### src/rtl/addr_sequencer_pkg.sv
// ---------------------------------------------------------------------------
// addr_sequencer_pkg
// Shared definitions for the pattern-ROM address sequencer:
//   - seq_state_t : FSM state encoding (IDLE / RUN / PAUSE)
//   - ADDR_W_DEF  : default address/bounds width
//   - SEG_LEN     : entries per segment produced by the upstream selector
//   - TICK_W      : width of the step-rate counter (covers TICK_DIV up to 255)
// ---------------------------------------------------------------------------
package addr_sequencer_pkg;

    typedef enum logic [1:0] {
        IDLE  = 2'd0,
        RUN   = 2'd1,
        PAUSE = 2'd2
    } seq_state_t;

    localparam int ADDR_W_DEF = 8;
    localparam int SEG_LEN    = 30;
    localparam int TICK_W     = 8;

endpackage

### src/rtl/addr_sequencer_tick_divider.sv
// ---------------------------------------------------------------------------
// tick_divider
// Step-rate counter for the address sequencer. Counts enabled cycles and
// wraps after TICK_DIV of them; step is high during the enabled cycle in
// which the count sits at its last value, so the consumer's registered
// address advances on the same edge the counter wraps.
// Ports:
//   clk   in   system clock, rising edge
//   rst   in   synchronous active-high reset (count -> 0)
//   clr   in   synchronous clear (count -> 0), wins over en
//   en    in   count this cycle; when low the count is frozen
//   step  out  high in the enabled cycle that ends a TICK_DIV period
// ---------------------------------------------------------------------------
module tick_divider
    import addr_sequencer_pkg::*;
#(
    parameter int TICK_DIV = 4
) (
    input  logic clk,
    input  logic rst,
    input  logic clr,
    input  logic en,
    output logic step
);

    localparam logic [TICK_W-1:0] LAST = TICK_W'(TICK_DIV - 1);

    logic [TICK_W-1:0] count_r;
    logic              wrap_s;

    assign wrap_s = (count_r == LAST);
    // Combinational on purpose: it qualifies the sequencer's next-address
    // logic for the very edge on which the count returns to zero.
    assign step   = en & wrap_s;

    // Tick counter: reset/clear to zero, count when enabled, hold otherwise.
    always_ff @(posedge clk) begin
        if (rst) begin
            count_r <= {TICK_W{1'b0}};
        end else if (clr) begin
            count_r <= {TICK_W{1'b0}};
        end else if (en) begin
            if (wrap_s) begin
                count_r <= {TICK_W{1'b0}};
            end else begin
                count_r <= count_r + {{(TICK_W-1){1'b0}}, 1'b1};
            end
        end else begin
            count_r <= count_r;
        end
    end

endmodule

### src/rtl/addr_sequencer.sv
// ---------------------------------------------------------------------------
// addr_sequencer
// Latches a segment's [addr_start..addr_finish] bounds on start and steps a
// ROM read address through them, one address every TICK_DIV cycles.
// One-shot or loop playback (loop sampled with start), level pause, abort.
// Ports:
//   clk, rst     clock (rising edge) / synchronous active-high reset
//   addr_start   first address of the selected segment
//   addr_finish  last address of the selected segment
//   start        one-cycle playback request (honoured only in IDLE)
//   loop         1 = wrap to start after finish, 0 = one-shot
//   pause        level; freezes tick count and address while high
//   abort        one-cycle; return to IDLE with a done pulse
//   addr         current ROM read address
//   addr_valid   high in RUN or PAUSE
//   busy         high in any state other than IDLE
//   done         one-cycle pulse at one-shot end or on abort
//   err          one-cycle pulse when start sees addr_start > addr_finish
// All outputs are registered.
// ---------------------------------------------------------------------------
module addr_sequencer
    import addr_sequencer_pkg::*;
#(
    parameter int ADDR_W   = ADDR_W_DEF,
    parameter int TICK_DIV = 4
) (
    input  logic              clk,
    input  logic              rst,
    input  logic [ADDR_W-1:0] addr_start,
    input  logic [ADDR_W-1:0] addr_finish,
    input  logic              start,
    input  logic              loop,
    input  logic              pause,
    input  logic              abort,
    output logic [ADDR_W-1:0] addr,
    output logic              addr_valid,
    output logic              busy,
    output logic              done,
    output logic              err
);

    seq_state_t        state_r;
    seq_state_t        next_state_s;

    logic [ADDR_W-1:0] lo_r;
    logic [ADDR_W-1:0] hi_r;
    logic              lp_r;
    logic [ADDR_W-1:0] addr_r;
    logic              valid_r;
    logic              busy_r;
    logic              done_r;
    logic              err_r;

    logic [ADDR_W-1:0] addr_nxt_s;
    logic              done_nxt_s;
    logic              err_nxt_s;
    logic              latch_s;

    logic              bounds_ok_s;
    logic              active_s;
    logic              clr_s;
    logic              step_s;
    logic              at_end_s;

    assign bounds_ok_s = (addr_start <= addr_finish);
    assign at_end_s    = (addr_r == hi_r);
    assign clr_s       = (state_r == IDLE);
    // A cycle counts toward the step period whenever playback is live and
    // pause is low. This includes the PAUSE cycle in which pause drops, so
    // the remaining tick count resumes immediately on release.
    assign active_s    = ((state_r == RUN) || (state_r == PAUSE)) && !abort && !pause;

    tick_divider #(
        .TICK_DIV (TICK_DIV)
    ) u_tick (
        .clk  (clk),
        .rst  (rst),
        .clr  (clr_s),
        .en   (active_s),
        .step (step_s)
    );

    // FSM state register.
    always_ff @(posedge clk) begin
        if (rst) begin
            state_r <= IDLE;
        end else begin
            state_r <= next_state_s;
        end
    end

    // FSM next-state logic; priority abort > pause > tick advance.
    always_comb begin
        next_state_s = state_r;
        case (state_r)
            IDLE: begin
                if (start && bounds_ok_s) begin
                    next_state_s = RUN;
                end else begin
                    next_state_s = IDLE;
                end
            end
            RUN, PAUSE: begin
                if (abort) begin
                    next_state_s = IDLE;
                end else if (pause) begin
                    next_state_s = PAUSE;
                end else if (step_s && at_end_s && !lp_r) begin
                    next_state_s = IDLE;
                end else begin
                    next_state_s = RUN;
                end
            end
            default: begin
                next_state_s = IDLE;
            end
        endcase
    end

    // FSM output logic: next address, pulse requests and bounds latch.
    always_comb begin
        addr_nxt_s = addr_r;
        done_nxt_s = 1'b0;
        err_nxt_s  = 1'b0;
        latch_s    = 1'b0;
        case (state_r)
            IDLE: begin
                if (start) begin
                    if (bounds_ok_s) begin
                        latch_s    = 1'b1;
                        addr_nxt_s = addr_start;
                    end else begin
                        err_nxt_s  = 1'b1;
                    end
                end else begin
                    latch_s = 1'b0;
                end
            end
            RUN, PAUSE: begin
                if (abort) begin
                    done_nxt_s = 1'b1;
                end else if (step_s) begin
                    // addr < hi is guaranteed before the increment, so it
                    // cannot overflow ADDR_W bits.
                    if (!at_end_s) begin
                        addr_nxt_s = addr_r + {{(ADDR_W-1){1'b0}}, 1'b1};
                    end else if (lp_r) begin
                        addr_nxt_s = lo_r;
                    end else begin
                        done_nxt_s = 1'b1;
                    end
                end else begin
                    addr_nxt_s = addr_r;
                end
            end
            default: begin
                addr_nxt_s = addr_r;
            end
        endcase
    end

    // Output and bounds registers.
    always_ff @(posedge clk) begin
        if (rst) begin
            addr_r  <= {ADDR_W{1'b0}};
            valid_r <= 1'b0;
            busy_r  <= 1'b0;
            done_r  <= 1'b0;
            err_r   <= 1'b0;
            lo_r    <= {ADDR_W{1'b0}};
            hi_r    <= {ADDR_W{1'b0}};
            lp_r    <= 1'b0;
        end else begin
            addr_r  <= addr_nxt_s;
            valid_r <= (next_state_s != IDLE);
            busy_r  <= (next_state_s != IDLE);
            done_r  <= done_nxt_s;
            err_r   <= err_nxt_s;
            if (latch_s) begin
                lo_r <= addr_start;
                hi_r <= addr_finish;
                lp_r <= loop;
            end else begin
                lo_r <= lo_r;
                hi_r <= hi_r;
                lp_r <= lp_r;
            end
        end
    end

    assign addr       = addr_r;
    assign addr_valid = valid_r;
    assign busy       = busy_r;
    assign done       = done_r;
    assign err        = err_r;

endmodule

### config.mk
export PLATFORM = sky130hd
export DESIGN_NAME = addr_sequencer
export DESIGN_NICKNAME = d
export VERILOG_FILES = /design/src/rtl/addr_sequencer_pkg.sv /design/src/rtl/addr_sequencer_tick_divider.sv /design/src/rtl/addr_sequencer.sv
export SDC_FILE = /design/constraint.sdc
export NUM_CORES = 1
export LEC_CHECK = 0
export CORE_MARGIN = 3
export CORE_UTILIZATION = 45
export CTS_BUF_LIST = sky130_fd_sc_hd__clkbuf_4
export CTS_CLUSTER_DIAMETER = 150
export CTS_CLUSTER_SIZE = 14
export DETAILED_ROUTE_END_ITERATION = 16
export PLACE_DENSITY = 0.69
export SYNTH_ARGS = -nofsm -noshare
export SYNTH_HDL_FRONTEND = slang
export SYNTH_SLANG_ARGS = --single-unit
### constraint.sdc
create_clock -name clk -period 2.7 [get_ports clk]
set_clock_uncertainty 0.2 [all_clocks]
set_input_delay 0.54 -clock clk [delete_from_list [all_inputs] [get_ports clk]]
set_output_delay 0.54 -clock clk [all_outputs]
set_load 0.01 [all_outputs]
# Word-level counts from Yosys, hierarchy flattened
# Cells that the tools add are included.
# classes
reduce_logical	17
n_shift	0
n_eq_ne	9
n_lt_le_gt_ge	1
mux	21
bitwise_logic	4
n_mul	0
div_mod_pow	0
add_sub_neg	2
# ops
op	n
two-way mux 8 bit	7
adder 8 x 1 -> 8 bit, second input constant	2
case mux 8 bit (2 select lines)	1
two-way mux 1 bit	10
equality test 8 x 2 -> 1 bit, second input constant	1
equality test 8 bit	1
less-or-equal comparator 8 bit	1
!= test 2 bit, second input constant	4
AND reduction 6 bit	1
OR reduction 2 bit	3
logical AND 1 bit	5
two-way mux 2 bit	2
case mux 2 bit (2 select lines)	1
nonzero test 2 bit	2
zero test 1 bit	3
!= test 3 bit, second input constant	1
NOT 1 bit	3
OR reduction 3 bit	1
equality test 2 x 1 -> 1 bit, second input constant	1
equality test 2 bit, second input constant	1
zero test 2 bit	1
AND 1 bit	1
logical OR 1 bit	1
# word_totals
out_inout_bits	12
in_bits	22
latchBits	0
elab_cells	63
ram_bits	0
rom_bits	0
ff_bits	38
memories	0

# Depth between registers and ports, before layout
# Gate-level depths: netlist (run 1).
# depth
ltp_word	12
ltp_mapped	9
ltp_nobuf	8

# Hierarchy
# From an unflattened synthesis (run 1), not the netlist that was laid out.
# unflattened
hier_cells	242
area_unflattened_um2	2165.8
# by_module_without_submodules
module	instances	cells_per_inst	area_per_inst_um2	seq_area_each_um2
addr_sequencer	1	201	1783.0	600.6
tick_divider	1	41	382.9	160.2

# Worst setup path after synthesis (run 1)
# No wires, ideal clock.
# synth_path
kind	input -> register
startpoint	input addr_finish[7]
endpoint	register hi_r[4]
setup_time_ns	0.132
path_slack_ns	0.390
t_required_ns	2.368
arrival_ns	1.978
stages	8
path_buffers	1
path_cell_list	inv_1 ha_1 nand4_1 a21oi_1 o22ai_2 buf_2 nand3_1 a21oi_1
# synth_via
elab_chain_cells	4
# synth_rtl
item	line_no	rtl
from (decl)	addr_sequencer.sv:30	input logic [ADDR_W-1:0] addr_finish,
less-or-equal comparator 8 bit	addr_sequencer.sv:65	assign bounds_ok_s = (addr_start <= addr_finish);
two-way mux 1 bit	addr_sequencer.sv:129	if (bounds_ok_s) begin
two-way mux 1 bit	addr_sequencer.sv:128	if (start) begin
two-way mux 1 bit	addr_sequencer.sv:126	case (state_r)
to (signal assigned)	addr_sequencer.sv:171	hi_r <= {ADDR_W{1'b0}};
to (signal assigned)	addr_sequencer.sv:181	hi_r <= addr_finish;
to (signal assigned)	addr_sequencer.sv:185	hi_r <= hi_r;
to (decl)	addr_sequencer.sv:46	logic [ADDR_W-1:0] hi_r;
# Every way passes these cells.
# A chain may end at the register's enable or synchronous reset.

# Final worst setup path (run 1)
# layout_path
startpoint	input addr_finish[5]
endpoint	register addr_r[3] (netlist: addr[3])
# layout_via
elab_chain_cells	3
# layout_rtl
item	line_no	rtl
less-or-equal comparator 8 bit	addr_sequencer.sv:65	
!= test 2 bit (no line)	-	
AND reduction 6 bit (no line)	-	
to (signal assigned)	addr_sequencer.sv:165	addr_r <= {ADDR_W{1'b0}};
to (signal assigned)	addr_sequencer.sv:174	addr_r <= addr_nxt_s;
to (decl)	addr_sequencer.sv:48	logic [ADDR_W-1:0] addr_r;
# Every way passes these cells.

==> reports/metrics.yaml, run 1 <==
multi_input_area_um2: 1280
avgSynthCellArea_um2: 8.54
netlist.area_leader.share_pct: 35.5
gp_congestion: 0.963
vdd_drop_max_uv: 243
criticalPathCategory: "primary input to flip-flop"
finalPower_mw: 1.37
cts_buffer_depth: 2
synth_compound_area_share_pct: 22.7
ys_async_sr_fraction_pct: 0
die_y_um: 75.0
finalCritPeriodShare_pct: 95.6
status: "finished clean"
port_buffers: 33
synth.area.mux_share_pct: 2.45
seqCellArea_um2: 761
path_clk_slew_ps: 120
synth.most_common_cell: "dfxtp_1"
arrival_ps: 2640
p_per_area_nw_per_um2: 502
num_rows: 24
cp_top_family: "compound AO/OA/AOI/OAI gates"
htree_num_levels: 2
wl_met3_um: 435
rsz0062_at_grt: "false"
ctsHoldBuffers: 0
highest-signal-layer: "met4"
cp_cell_sequence: "clkdlybuf4s50_1 -> inv_1 -> ha_1 -> a41oi_1 -> o21ai_0 -> buf_4 -> o31ai_4 -> buf_4 -> a21oi_1 -> a311oi_1"
ios: 34
cts_root_buffer: "clkbuf_4"
synth_fa_ha_area_share_pct: 7.00
initial_utilization_pct: 47.9
synth_edf_count: 0
setup_viol: 0
clk_latency_ps: 340
drt-total-wl_mm: 5.66
synth_seq_cells: 38
core-area_um2: 4470
required_ps: 2760
grt_max_degree: 21
grt_pass1_wl_mm: 9.52
grt_pass1_vias: 1945
yosysTopAreaCell: "dfxtp_1"
setup-tns-final_ps: 0
hold_path_class: "flip-flop to flip-flop"
synth-seq-area-share_pct: 35.5
synth-simple-area-share_pct: 19.1
setup.worst_path.end_class: "flip-flop"
crit_buf_inv: 4
antennaDiodeCount: 0
yosys_most_used_dff: "dfxtp_1"
wl_per_cell_um: 15.9
synth_xor_area_share_pct: 8.17
max_freq_mhz: 387
nFillCells: 425
final_util_pct: 60.8
syn-num-nets: 285
antenna_found_initial: 0
maxCapViolations: 0
numCtsBuffers: 5
grt_overflow: 0
m1WireLength_mm: 2.47
via_per_inst: 5.80
ant_nets: 0
final-hold-violation-count: 0
worst_path_max_delay_cell: "clkdlybuf4s50_1"
wl_met2_mm: 2.71
path_common_cell: "buf_4"
start_kind: "primary input"
die_w_um: 75.0
timing.critical_path.slowest_cell_delay_ps: 490
track_usage_pct: 22.2
crit_fanout: 5
remaining_drc_errors: 0
drive_gt1_share_pct: 14.8
area_growth_pct: 26.8
drtPass1Iterations: 4
synth_top_family_by_area: "compound AO/OA/AOI/OAI gates"
vias: 2066
p_leak_nw: 1.02
nets: 337
drv_slew: 0
synthCells: 251
slew_headroom_pct: 65.2
netlist_area_um2: 2140
dieArea_um2: 5630
synth.distinct_cells: 49
yosysWarnings: 0
min_period_ps: 2580
worst_pin_slew_ps: 520
cts_sinks: 38
synth_commonest_cells: "dfxtp_1, a21oi_1, nand3_1"
drt_iter0_drc: 231
tritoncts: "built"
yosys-top-cells-area: "dfxtp_1, a21oi_1, ha_1"
hpwl_mm: 4.32
==> what timing repair did <==
action / CTS / global route
setup buffers: 0 / 2
setup endpoints to repair: 0 / 8
gates resized for setup: 0 / 1
==> state kept, by name, summed over array words and instances (netlist names) <==
name,cells
lp_r,1
state_r,2
addr,8
lo_r,8
done,1
busy,1
hi_r,8
err,1
u_tick.count_r,8
==> cell type report <==
cell class                 instances  area share, %
timing repair buffer              57           18.8
multi-input combinational        188           47.1
sequential                        38           28.0
clock inverter                     2          0.322
tap                               52           2.39
inverter                          13           1.79
clock buffer                       6           1.66
==> final timing paths <==
path / start / end / depth (start not counted) / slack [ps]
min reg2reg: lo_r[6] / lo_r[6] / 2 / 280
max reg2reg: state_r[0] / addr[3] / 9 / 490
max: addr_finish[5] / addr[3] / 10 / 120
min: lo_r[6] / lo_r[6] / 2 / 280
==> placed cells by master (no fill, tap or decap), types with 3 or more instances in the layout <==
master           synthesis  routed
clkdlybuf4s50_1          0      33
nor3_1                   3       3
a211oi_1                 3       3
ha_1                    12      12
xnor2_1                 14      14
a311oi_1                 4       4
buf_4                    1      24
nor2_1                   9       9
mux2i_1                  3       3
dfxtp_1                 38      38
nand3_1                 23      23
o211ai_1                 5       5
a21oi_1                 30      30
o21ai_0                 22      22
xor2_1                   6       6
nand4_1                  7       7
inv_1                   13      13
nand2_1                 14      14
clkbuf_4                 0       6
and3_1                   3       3
==> cell families after synthesis <==
family / Yosys count
buf+inv: 25
flops: 38
compound gates: 77
mux: 5
xor+xnor: 20
simple gates: 74
fa+ha+maj: 12
==> per-stage QoR <==
step | cell area [um2] | hold slack, ps | setup slack, ps | cells
finish | 2720 | 280 | 118 | 356
detailed placement | 2650 | 268 | -235 | 346
global route | 2720 | 317 | 8.10 | 356
floorplan | 2140 | 251 | 390 | 251
global placement | 2650 | 264 | -168 | 346
CTS | 2700 | 284 | 78.9 | 354
==> tightest hold or removal path: stages, from the launching register on <==
cell,delay (ps)
dfxtp_1,320
o21ai_0,60
a21oi_1,60
==> routing by layer <==
| layer | up-vias | GRT usage (%) |
|---|---|---|
| met2 | 78 | 35.7 |
| li1 | 1024 | - |
| met1 | 957 | 30.7 |
| met4 | 0 | 3.95 |
| met5 | - | 0 |
| met3 | 7 | 5.07 |
==> report_power, final <==
group	leakage, nW	switching, mW	total (mW)	internal (mW)
clock	0.0331	0.188	0.296	0.108
combinational	0.681	0.225	0.432	0.207
sequential	0.310	0.0419	0.638	0.596
Note: power is estimated with default switching activity, not from simulation.
==> run 2, diff against run 1 <==
Settings changed: CTS_BUF_LIST sky130_fd_sc_hd__clkbuf_4 to not set, SKIP_LAST_GASP set to 1.
==> run 2 against run 1 <==
Net effect: worst setup slack got worse by 40 ps; global-route usage increased by 0.39 points; largest cell class unchanged; maximum frequency decreased by 1.5%; die area unchanged.
==> reports/metrics.yaml, run 2 (synthesis gave the netlist of run 1 again) <==
cts_sinks: 38
setup-tns-final_ps: 0
grt_max_degree: 21
gp_congestion: 0.963
die_w_um: 75.0
via_per_inst: 5.76
grt_pass1_wl_mm: 9.54
htree_num_levels: 2
track_usage_pct: 22.5
r2r_start: "state_r[0]"
numCtsBuffers: 5
p_int_mw: 1.01
clk_latency_ps: 300
dpl_worst_slack_ps: -235
final-hold-violation-count: 0
antennaDiodeCount: 0
remaining_drc_errors: 0
path_clk_slew_ps: 80
area_growth_pct: 29.2
drt-total-wl_mm: 5.74
start_kind: "primary input"
cts_buffer_depth: 2
drtPass1Iterations: 4
pwr-share-comb_pct: 29.3
vias: 2049
finalHoldWorstSlack_ps: 275
crit_fanout: 5
wl_per_cell_um: 16.1
p_leak_nw: 1.04
required_ps: 2720
min_period_ps: 2620
hold_path_class: "flip-flop to flip-flop"
status: "finished clean"
grt_pass1_vias: 1941
setup_viol: 0
core-area_um2: 4470
worst_pin_slew_ps: 511
grt_overflow: 0
p_seq_share_pct: 42.9
finalCritPeriodShare_pct: 97.1
drt_iter0_drc: 181
min_from: "lo_r[6]"
final_common_cell: "dfxtp_1"
p_sw_uw: 475
ant_nets: 0
drive_gt1_share_pct: 15.1
vdd_drop_max_uv: 275
antenna_found_initial: 0
final_cell_mix: "dfxtp_1, clkdlybuf4s50_1, a21oi_1"
cts_root_buffer: "clkbuf_8"
maxCapViolations: 0
p_per_area_nw_per_um2: 536
tritoncts: "built"
num_rows: 24
initial_utilization_pct: 47.9
die_y_um: 75.0
clock_power_share_pct: 27.8
worst_slack_ps: 77.2
criticalPathCategory: "primary input to flip-flop"
arrival_ps: 2640
drv_slew: 0
max_freq_mhz: 381
slew_headroom_pct: 65.8
nets: 337
setup.worst_path.end_class: "flip-flop"
ios: 34
port_buffers: 33
ctsHoldBuffers: 0
crit_start: "addr_finish[5]"
hpwl_mm: 4.32
swShare_pct: 32.0
dieArea_um2: 5630
==> run 2: cell count changes in the layout (fill, tap and decap cells not counted), moves of 2 or more <==
cell	delta
o21ai_0	-2
clkbuf_8	+6
clkbuf_4	-6
o21ai_1	+2
==> run 2: stage by stage <==
stage	std cells	utilization, %	area (um2)	total power, mW
4_1_cts	354	61.2	2740	1.47
2_1_floorplan	251	-	2140	0.907
3_3_place_gp	346	59.1	2650	1.06
5_1_grt	356	61.9	2770	1.55
3_5_place_dp	346	59.1	2650	1.07
6_report	356	61.9	2770	1.49
==> run 2: final timing paths <==
path,to,slack [ps],depth (start not counted)
worst min register to register,lo_r[6],270,2
worst min-delay path,lo_r[6],270,2
worst max register to register,addr[3],470,9
worst max-delay path,addr[3],80,10
==> run 2: power groups by stage <==
stage	clock network [mW]	logic [mW]	registers (mW)
final	0.413	0.436	0.638
after global routing	0.435	0.477	0.642
after CTS	0.415	0.420	0.637
after detailed placement	0	0.418	0.651
after global placement	0	0.413	0.651
after floorplan	0	0.263	0.645
==> run 2: routing by layer <==
metal	vias to the layer above	track usage, %	share of wire [%]
li1	1023	-	-
met1	941	30.7	45
met2	77	35.5	47
met3	8	4.27	6.6
met4	0	8.30	1.6
met5	-	0	0
==> run 2: what timing repair did <==
action                     CTS  global route
setup endpoints to repair    0            20
buffers inserted             0             2
resized for setup            0             5
==> run 2: worst max-delay path, cell delays in order <==
cell and delay (ps):
clkdlybuf4s50_1 480, inv_1 50, ha_1 310, a41oi_2 210
o21ai_0 120, buf_4 170, o31ai_4 260, buf_4 190
a21oi_1 70, a311oi_1 240
==> run 2: layout make-up <==
type                            count  area (um2)
Fill cell                         413        1700
Multi-Input combinational cell    188        1290
Sequential cell                    38         761
Timing Repair Buffer               57         510
Clock buffer                        7        86.3
Tap cell                           52        65.1
Inverter                           13        48.8
Clock inverter                      1        5.00
